===== config.mk =====
export PLATFORM = sky130hd
export DESIGN_NAME = wb_rr_arbiter_flat
export DESIGN_NICKNAME = d
export VERILOG_FILES = /design/src/rtl/wb_pkg.sv /design/src/rtl/wb_rr_arbiter_if.sv /design/src/rtl/rr_pick.sv /design/src/rtl/wb_rr_arbiter.sv /design/src/flat_wrapper.sv
export SDC_FILE = /design/constraint.sdc
export NUM_CORES = 1
export LEC_CHECK = 0
export ABC_CLOCK_PERIOD_IN_PS = 2000
export BUFFER_PORTS_ARGS = -buffer_cell sky130_fd_sc_hd__buf_2
export CORE_AREA = 2 2 130 132
export DETAILED_ROUTE_END_ITERATION = 6
export DIE_AREA = 0 0 132 134
export PLACE_DENSITY = 0.53
export SETUP_SLACK_MARGIN = 0.1
export SKIP_LAST_GASP = 1
export SYNTH_ARGS = -nofsm -noshare
export SYNTH_HDL_FRONTEND = slang
export SYNTH_SLANG_ARGS = --single-unit

===== constraint.sdc =====
create_clock -name i_clk -period 2 [get_ports i_clk]
set_input_delay 0.3 -clock i_clk [delete_from_list [all_inputs] [get_ports i_clk]]
set_output_delay 0.3 -clock i_clk [all_outputs]
set_load 0.005 [all_outputs]

===== src/rtl/wb_pkg.sv =====
// Shared Wishbone constants, arbiter state encoding and a constant clog2 helper.
package wb_pkg;

`ifdef wb_16bit
    localparam int WB_NB = 16;
`elsif wb_64bit
    localparam int WB_NB = 64;
`else
    localparam int WB_NB = 32;
`endif
    localparam int ADR_WB_NB = 16;

    localparam logic [1:0] ST_IDLE = 2'd0;
    localparam logic [1:0] ST_BUSY = 2'd1;
    localparam logic [1:0] ST_ERR  = 2'd2;

    typedef enum logic [1:0] {
        IDLE = ST_IDLE,
        BUSY = ST_BUSY,
        ERR  = ST_ERR
    } state_t;

    function automatic int clog2(input int v);
        int r;
        r = 0;
        while ((1 << r) < v) r++;
        return r;
    endfunction

endpackage


===== src/rtl/wb_rr_arbiter_if.sv =====
// Master-side and slave-side Wishbone signals of the round-robin arbiter.
interface wb_rr_arbiter_if import wb_pkg::*; #(
    parameter int NM        = 4,
    parameter int wb_nb     = WB_NB,
    parameter int adr_wb_nb = ADR_WB_NB
);
    logic [NM-1:0]           i_m_cyc;
    logic [NM-1:0]           i_m_stb;
    logic [NM-1:0]           i_m_we;
    logic [NM*adr_wb_nb-1:0] i_m_adr;
    logic [NM*wb_nb-1:0]     i_m_data;
    logic [NM-1:0]           o_m_ack;
    logic [NM-1:0]           o_m_err;
    logic [wb_nb-1:0]        o_m_data;
    logic                    o_s_cyc;
    logic                    o_s_stb;
    logic                    o_s_we;
    logic [adr_wb_nb-1:0]    o_s_adr;
    logic [wb_nb-1:0]        o_s_data;
    logic                    i_s_ack;
    logic [wb_nb-1:0]        i_s_data;
    logic [NM-1:0]           o_gnt;

    // The arbiter itself is the slave of the masters' requests.
    modport slave (
        input  i_m_cyc, i_m_stb, i_m_we, i_m_adr, i_m_data, i_s_ack, i_s_data,
        output o_m_ack, o_m_err, o_m_data, o_s_cyc, o_s_stb, o_s_we, o_s_adr, o_s_data, o_gnt
    );

    modport master (
        output i_m_cyc, i_m_stb, i_m_we, i_m_adr, i_m_data, i_s_ack, i_s_data,
        input  o_m_ack, o_m_err, o_m_data, o_s_cyc, o_s_stb, o_s_we, o_s_adr, o_s_data, o_gnt
    );
endinterface


===== src/rtl/rr_pick.sv =====
// Combinational round-robin selector: first requester above 'last', wrapping to 0.
module rr_pick import wb_pkg::*; #(
    parameter int NM = 4,
    parameter int IW = (NM > 1) ? clog2(NM) : 1
) (
    input  logic [NM-1:0] req,
    input  logic [IW-1:0] last,
    output logic [NM-1:0] gnt,
    output logic [IW-1:0] idx
);
    logic [NM-1:0] mask;
    logic [NM-1:0] masked;
    logic [NM-1:0] pool;

    genvar gi;
    generate
        for (gi = 0; gi < NM; gi++) begin : g_mask
            assign mask[gi] = (IW'(gi) > last);
        end
    endgenerate

    // Prefer requesters above 'last'; if none, fall back to the lowest overall.
    assign masked = req & mask;
    assign pool   = (|masked) ? masked : req;
    assign gnt    = pool & (~pool + NM'(1));

    always_comb begin
        idx = '0;
        for (int i = 0; i < NM; i++) begin
            if (gnt[i]) idx = IW'(i);
        end
    end
endmodule


===== src/rtl/wb_rr_arbiter.sv =====
// Wishbone Classic round-robin arbiter: holds the grant for a whole master cycle
// and aborts a stalled slave access with err after TIMEOUT cycles.
module wb_rr_arbiter import wb_pkg::*; #(
    parameter int NM        = 4,
    parameter int wb_nb     = WB_NB,
    parameter int adr_wb_nb = ADR_WB_NB,
    parameter int TIMEOUT   = 255
) (
    input  logic            i_clk,
    input  logic            i_rst,
    wb_rr_arbiter_if.slave  bus
);
    localparam int IW = (NM > 1) ? clog2(NM) : 1;
    localparam int CW = (TIMEOUT > 0) ? clog2(TIMEOUT + 1) : 1;
    localparam logic [CW-1:0] WD_LAST = CW'((TIMEOUT > 0) ? TIMEOUT - 1 : 0);

    state_t           state_reg;
    logic [NM-1:0]    gnt_reg;
    logic [IW-1:0]    last_reg;
    logic [CW-1:0]    wd_reg;
    logic [NM-1:0]    pick_gnt;
    logic [IW-1:0]    pick_idx;
    logic             busy;
    logic             in_err;
    logic             wd_fire;
    logic             sel_cyc;
    logic             sel_stb;
    logic             sel_we;
    logic [adr_wb_nb-1:0] sel_adr;
    logic [wb_nb-1:0]     sel_data;

    rr_pick #(.NM(NM), .IW(IW)) u_pick (
        .req  (bus.i_m_cyc),
        .last (last_reg),
        .gnt  (pick_gnt),
        .idx  (pick_idx)
    );

    // One-hot AND-OR mux; gnt_reg is zero in IDLE so nothing leaks through.
    always_comb begin
        sel_cyc  = 1'b0;
        sel_stb  = 1'b0;
        sel_we   = 1'b0;
        sel_adr  = '0;
        sel_data = '0;
        for (int i = 0; i < NM; i++) begin
            if (gnt_reg[i]) begin
                sel_cyc  = sel_cyc | bus.i_m_cyc[i];
                sel_stb  = sel_stb | bus.i_m_stb[i];
                sel_we   = sel_we  | bus.i_m_we[i];
                sel_adr  = sel_adr  | bus.i_m_adr[i*adr_wb_nb +: adr_wb_nb];
                sel_data = sel_data | bus.i_m_data[i*wb_nb +: wb_nb];
            end
        end
    end

    assign busy    = (state_reg == BUSY);
    assign in_err  = (state_reg == ERR);
    assign wd_fire = (TIMEOUT > 0) && busy && sel_stb && !bus.i_s_ack && (wd_reg == WD_LAST);

    assign bus.o_s_cyc  = busy & sel_cyc;
    assign bus.o_s_stb  = busy & sel_stb;
    assign bus.o_s_we   = sel_we;
    assign bus.o_s_adr  = sel_adr;
    assign bus.o_s_data = sel_data;
    assign bus.o_m_data = bus.i_s_data;
    assign bus.o_m_ack  = busy   ? (gnt_reg & bus.i_m_stb & {NM{bus.i_s_ack}}) : '0;
    assign bus.o_m_err  = in_err ? (gnt_reg & bus.i_m_stb) : '0;
    assign bus.o_gnt    = gnt_reg;

    always_ff @(posedge i_clk) begin
        if (i_rst) begin
            state_reg <= IDLE;
            gnt_reg   <= '0;
            last_reg  <= IW'(NM - 1);
            wd_reg    <= '0;
        end else begin
            case (state_reg)
                IDLE: begin
                    wd_reg <= '0;
                    if (|bus.i_m_cyc) begin
                        gnt_reg   <= pick_gnt;
                        last_reg  <= pick_idx;
                        state_reg <= BUSY;
                    end
                end
                BUSY: begin
                    if (!sel_cyc) begin
                        gnt_reg   <= '0;
                        wd_reg    <= '0;
                        state_reg <= IDLE;
                    end else if (wd_fire) begin
                        wd_reg    <= '0;
                        state_reg <= ERR;
                    end else if ((TIMEOUT > 0) && sel_stb && !bus.i_s_ack) begin
                        wd_reg <= wd_reg + CW'(1);
                    end else begin
                        wd_reg <= '0;
                    end
                end
                ERR: begin
                    wd_reg <= '0;
                    if (!sel_cyc) begin
                        gnt_reg   <= '0;
                        state_reg <= IDLE;
                    end else if (!sel_stb) begin
                        state_reg <= BUSY;
                    end
                end
                default: begin
                    gnt_reg   <= '0;
                    wd_reg    <= '0;
                    state_reg <= IDLE;
                end
            endcase
        end
    end
endmodule


===== src/flat_wrapper.sv =====
// flat-port wrapper written by rule: the top's interface ports become plain ports
module wb_rr_arbiter_flat import wb_pkg::*;
#(
    parameter int NM        = 4,
    parameter int wb_nb     = WB_NB,
    parameter int adr_wb_nb = ADR_WB_NB,
    parameter int TIMEOUT   = 255
)
  (i_clk, i_rst, bus_i_m_cyc, bus_i_m_stb, bus_i_m_we, bus_i_m_adr, bus_i_m_data, bus_i_s_ack, bus_i_s_data, bus_o_m_ack, bus_o_m_err, bus_o_m_data, bus_o_s_cyc, bus_o_s_stb, bus_o_s_we, bus_o_s_adr, bus_o_s_data, bus_o_gnt);
  wb_rr_arbiter_if #(.NM(NM), .wb_nb(wb_nb), .adr_wb_nb(adr_wb_nb)) bus_i ();
  input  logic i_clk;
  input  logic i_rst;
  input wire logic [$bits(bus_i.i_m_cyc)-1:0] bus_i_m_cyc;
  input wire logic [$bits(bus_i.i_m_stb)-1:0] bus_i_m_stb;
  input wire logic [$bits(bus_i.i_m_we)-1:0] bus_i_m_we;
  input wire logic [$bits(bus_i.i_m_adr)-1:0] bus_i_m_adr;
  input wire logic [$bits(bus_i.i_m_data)-1:0] bus_i_m_data;
  input wire logic [$bits(bus_i.i_s_ack)-1:0] bus_i_s_ack;
  input wire logic [$bits(bus_i.i_s_data)-1:0] bus_i_s_data;
  output wire logic [$bits(bus_i.o_m_ack)-1:0] bus_o_m_ack;
  output wire logic [$bits(bus_i.o_m_err)-1:0] bus_o_m_err;
  output wire logic [$bits(bus_i.o_m_data)-1:0] bus_o_m_data;
  output wire logic [$bits(bus_i.o_s_cyc)-1:0] bus_o_s_cyc;
  output wire logic [$bits(bus_i.o_s_stb)-1:0] bus_o_s_stb;
  output wire logic [$bits(bus_i.o_s_we)-1:0] bus_o_s_we;
  output wire logic [$bits(bus_i.o_s_adr)-1:0] bus_o_s_adr;
  output wire logic [$bits(bus_i.o_s_data)-1:0] bus_o_s_data;
  output wire logic [$bits(bus_i.o_gnt)-1:0] bus_o_gnt;
  assign bus_i.i_m_cyc = bus_i_m_cyc;
  assign bus_i.i_m_stb = bus_i_m_stb;
  assign bus_i.i_m_we = bus_i_m_we;
  assign bus_i.i_m_adr = bus_i_m_adr;
  assign bus_i.i_m_data = bus_i_m_data;
  assign bus_i.i_s_ack = bus_i_s_ack;
  assign bus_i.i_s_data = bus_i_s_data;
  assign bus_o_m_ack = bus_i.o_m_ack;
  assign bus_o_m_err = bus_i.o_m_err;
  assign bus_o_m_data = bus_i.o_m_data;
  assign bus_o_s_cyc = bus_i.o_s_cyc;
  assign bus_o_s_stb = bus_i.o_s_stb;
  assign bus_o_s_we = bus_i.o_s_we;
  assign bus_o_s_adr = bus_i.o_s_adr;
  assign bus_o_s_data = bus_i.o_s_data;
  assign bus_o_gnt = bus_i.o_gnt;
  wb_rr_arbiter #(.NM(NM), .wb_nb(wb_nb), .adr_wb_nb(adr_wb_nb), .TIMEOUT(TIMEOUT)) u_core (.i_clk(i_clk), .i_rst(i_rst), .bus(bus_i));
endmodule

==> run metrics, run 1 <==
vias=3368; Final GP Congestion=0.819; remaining antenna violation count after routing=0; WL/cell=14.0 um; WP data required=1.70 ns; layout cells sized above 1=53.4%; largest net degree at the start of global routing=36; io pins=about 330; Synth cell types=39; diode count=0; crit path cell chain=buf_4, a22oi_1, nand2_1, buf_2; die footprint=17700 sq um; final setup margin=0.244 ns; Worst setup EP type=output pin; pwr dens=~420 nW/um^2; synthesized area per cell=6.86 sq um; CORE AREA=16300 sq um; Post-Syn Area=2240 sq um; number of CTS-inserted buffers=3; Yosys reg bits=16; Worst-Skew Late Latency=0.25 ns; max reg flops=8; nets=795; WS Path Type=reg2out; number of global-route vias before repair=2982; routed vias/inst=4.38; Synth area leaders=a22oi_1 (33%), dfxtp_1 (14%), buf_4 (11%), nand2_1 (9.9%), clkbuf_1 (3.7%); worst vdd ir=231 uV; Max Cap Viol=0; global route overflow=0; Reg clk slew, reported paths=about 0.050 ns; post-synthesis net count=571; Synth-to-Final Area Change=64.3%; Die Height=approximately 130 um; DRT Pass-1 Iters=4; Filler cells=1829; drt total wl=10800 um; IO Port Bufs=269; clock sink count=16; worst-margin pin slew=between 0.4 and 0.5 ns; Hold Vio Cnt, Final=0; Pleak=2.02 nW; CP max stage cell=a22oi_1; Placement Setup Slack=between 0.15 and 0.2 ns; Post-CTS Hold Buffers=0; antenna violations before repair=0; Power, Total=1.53 mW; # setup viols final=0; Yosys top cell by area=a22oi_1; unrepaired setup endpoints after global routing=no; Final Cell Area=3670 sq um; CP Max Fanout=35; Post-synth EDFFs=0; max-slew violation count=0; overall global routing resource usage=10.8%; buffer and inverter count on the worst path=2; die width=132 um; drt first-iter violations=between 150 and 200; Slew HR=71.6%; Area after DPL=3580 sq um; top-count cell post-synth=a22oi_1; Setup Fix Bufs, Post-CTS=0; Row Count=47; CP max stage delay=0.37 ns; Critical Path Start Type=flip-flop; Mapped Cells=around 330; Synth top area share=between 30% and 40%; HP Class=in2reg; crit path time final=1.76 ns; DP Wirelength=8890 um; Final Util=between 20% and 30%; top_reg_cell synth=dfxtp_1; CTS H-tree depth=1; Clock Skew=0.00303 ns; CTS Buffer Depth=2; DRC=0; Root Driver=clkbuf_16; WP data arrival=about 1.5 ns; Max Freq=roughly 570 MHz; first-pass GRT wire length=15300 um; synth cell count leaders=a22oi_1 (99), nand2_1 (59), buf_4 (32); Async SR Flop Fraction=0%; CTS tree=built; synth warn=0; Initial Util=between 10% and 20%; status=complete, no violations; Seq/Total Area, Yosys=14.3%; CTS resizes=0; family with the most delay on the worst path=buffers and inverters; crit share post-route=between 80 and 90%; Setup TNS=0 ns
## where the power goes
| group | switching [mW] | internal [mW] |
|---|---|---|
| Clock | 0.125 | 0.304 |
| Combinational | 0.369 | 0.378 |
| Sequential | 0.0198 | 0.335 |
| Total | 0.514 | 1.02 |
## cells in the final DEF (no fill, tap or decap), types with 4 or more instances in the layout
master,instances
buf_4,11
a21oi_1,8
buf_2,269
nand3_1,4
nand2b_1,4
and3_1,4
a22oi_1,99
nor2_1,22
dfxtp_1,12
inv_1,4
dfxtp_2,4
ha_1,6
xnor2_1,4
nand2_1,59
## stage by stage
step | hold slack (ns) | instances
floorplan | 0.430 | 326
global placement | 0.441 | 765
detailed placement | 0.450 | 765
CTS | 0.370 | 769
global route | 0.406 | 769
finish | 0.373 | 769
## final cells by class
class | instances | area [sq um] | area share (%)
inverters | 5 | 18.8 | 0.511
multi-input cells | 244 | 1540 | 41.8
well taps | 220 | 275 | 7.49
clock buffers | 4 | 88.8 | 2.42
flip-flops and latches | 16 | 325 | 8.85
repair buffers | 280 | 1430 | 38.9
## worst paths after layout
path,from,end,slack [ns],cells past startpoint
setup reg to reg,u_core.wd_reg[0],u_core.wd_reg[3],0.25,7
hold reg to reg,u_core.wd_reg[0],u_core.wd_reg[0],0.46,1
hold / removal,i_rst,u_core.bus.o_gnt[2],0.37,2
setup / recovery,u_core.bus.o_gnt[1],bus_o_s_data[2],0.24,4
## cells by family (layout without fill, tap and decap cells)
logic type	after synthesis	count (layout)	synth area share, %
compound gates	128	128	42.5
simple gates	104	104	20.4
buf+inv	66	289	17.1
flops	16	16	14.3
fa+ha+maj	6	6	3.36
xor+xnor	6	6	2.35
## layer usage
layer / wire [um] / vias to the layer above / GRT usage (%) / part of all wire (%)
met5: 0 / - / 0 / 0
met1: 4320 / 1510 / 13.9 / 40
li1: - / 1632 / - / -
met3: 1160 / 13 / 2.68 / 11
met4: 164 / 0 / 2.72 / 1.5
met2: 5130 / 213 / 18.1 / 48
(Power assumes the default switching activity.)
==> run 2, diff against run 1 <==
--- a/config.mk
+++ b/config.mk
@@ -5,7 +5,7 @@
 export SDC_FILE = /design/constraint.sdc
 export NUM_CORES = 1
 export LEC_CHECK = 0
-export ABC_CLOCK_PERIOD_IN_PS = 2000
+export ABC_CLOCK_PERIOD_IN_PS = 1700
 export BUFFER_PORTS_ARGS = -buffer_cell sky130_fd_sc_hd__buf_2
 export CORE_AREA = 2 2 130 132
 export DETAILED_ROUTE_END_ITERATION = 6
==> constraint.sdc (replaced) <==
create_clock -name i_clk -period 1.7 [get_ports i_clk]
set_input_delay 0.255 -clock i_clk [delete_from_list [all_inputs] [get_ports i_clk]]
set_output_delay 0.255 -clock i_clk [all_outputs]
set_load 0.005 [all_outputs]
==> run metrics, run 2 (same netlist as run 1, synthesis figures left out) <==
status=complete, no violations; pwr dens=456 nW/um^2; Reg power frac=23.2%; Row Count=47; worst-margin pin slew=0.367 ns; global route overflow=0; sw frac=34.0%; layout cells sized above 1=around three fifths; Critical Path Start Type=flip-flop; first-pass GRT wire length=15300 um; Final Util=24.3%; Crit. path cell count=5; max-slew violation count=0; critical path launch point=u_core.bus.o_gnt[1]; drt total wl=10800 um; Synth-to-Final Area Change=77.1%; # setup viols final=0; fin cells=between 700 and 800; HP Class=in2reg; max reg flops=8; routed vias/inst=4.39; crit path time final=1.64 ns; drt first-iter violations=165; nets=817; CP max stage delay=0.46 ns; placed cell count=783; Setup TNS=0 ns; Worst setup EP type=flip-flop; Critical Path End=u_core.state_reg[1]; Pleak=2.15 nW; antenna violations before repair=0; Worst R2R Start=u_core.bus.o_gnt[1]; most frequent cells in the layout=buf_2 (269), a22oi_1 (95), nand2_1 (56), buf_4 (29), nor2_1 (16); number of CTS-inserted buffers=3; diode count=0; DRC=0; worst reg2reg setup slack=0.06 ns; FF-to-FF path depth=5; remaining antenna violation count after routing=0; WP data required=1.89 ns; Root Driver=clkbuf_16; CTS Buffer Depth=2; vias=3468; worst vdd ir=349 uV; CORE AREA=16300 sq um; WL/cell=13.7 um; unrepaired setup endpoints after global routing=yes; overall global routing resource usage=10.5%; Die Height=134 um; Slew HR=75.5%; crit share post-route=96.3%; number of global-route vias before repair=3136; Initial Util=13.7%; Hold Vio Cnt, Final=0; commonest non-fill, non-tap cell in the layout=buf_2; CTS H-tree depth=1; Reg clk slew, reported paths=0.05 ns; family with the most delay on the worst path=simple AND/OR/NAND/NOR gates; DRT Pass-1 Iters=5; IO Port Bufs=269; die width=132 um; Max Cap Viol=0; tightest hold margin=around 0.34 ns; Placement Setup Slack=-0.0155 ns; min-delay src=i_rst; reg-to-reg endpoint=u_core.state_reg[1]; WP data arrival=~1.8 ns; CP Max Fanout=5; CTS tree=built; clock sink count=16; CP max stage cell=or4b_1; die footprint=17700 sq um; io pins=334; crit path cell chain=a22o_1, or2_4, a32oi_4, or4b_1, nand2_1; Clock Skew=~0.0073 ns; buffer and inverter count on the worst path=0; Comb power frac=between 50 and 60%; WS Path Type=reg2reg; Max Freq=about 610 MHz; clock group share of total power=24.9%; switching pwr=0.614 mW; Final GP Congestion=roughly 0.76; Int Pwr=around 1.2 mW; final setup margin=0.0632 ns; Filler cells=1823; DP Wirelength=8690 um; largest net degree at the start of global routing=28; Worst-Skew Late Latency=approximately 0.25 ns
-- run 2: cell count changes in the layout (fill, tap and decap cells not counted), sizes merged --
cell | previous run | this run
buf | 280 | 302
clkbuf | 4 | 3
-- run 2: power groups by stage --
stage,sequential (mW),combinational [mW],clock (mW)
floorplan,0.411,0.465,0
global placement,0.425,0.893,0
detailed placement,0.425,0.891,0
CTS,0.418,0.908,0.462
global route,0.423,1.03,0.483
finish,0.420,0.937,0.451
-- run 2: worst min-delay path by stage --
| stage | endpoint | slack (ns) | cells after the start |
|---|---|---|---|
| 2_1_floorplan | u_core.wd_reg[0] | 0.40 | 1 |
| 3_5_place_dp | u_core.wd_reg[0] | 0.50 | 2 |
| 3_3_place_gp | u_core.wd_reg[0] | 0.49 | 2 |
| 6_report | u_core.bus.o_gnt[3] | 0.34 | 2 |
| 4_1_cts | u_core.bus.o_gnt[3] | 0.34 | 2 |
| 5_1_grt | u_core.bus.o_gnt[1] | 0.34 | 2 |
-- run 2: worst reg2reg max path: cells and delay by family (launching register included) --
family / cells / cell delay, ns
AOI/OAI and AO/OA: 2 / 0.44
DFF: 1 / 0.35
and+or+nand+nor: 3 / 0.80
-- run 2: routing by layer --
layer	vias up	wire, um	track usage (%)
li1	1679	-	-
met3	10	919	2.49
met2	199	5370	18.8
met4	0	114	2.17
met1	1580	4440	12.8
met5	-	0	0
-- run 2: layout make-up --
type	instances	area [sq um]	area share (%)
repair buffers	302	1610	40.6
well taps	220	275	6.95
flip-flops and latches	16	332	8.37
clock buffers	3	75.1	1.90
multi-input cells	244	1650	41.7
inverters	5	18.8	0.474
-- run 2: repair_timing --
action,CTS,global route
hold buffers,0,0
hold endpoints to repair,0,0
buffers inserted,2,2
pin swaps,1,8
setup endpoints to repair,18,67
resized for setup,10,21
-- run 2: stage by stage --
stage / area, sq um / total power [mW]
after floorplan: 2280 / 0.876
after global placement: 3730 / 1.32
after detailed placement: 3730 / 1.32
after CTS: 3850 / 1.79
after global routing: 3960 / 1.94
final: 3960 / 1.81
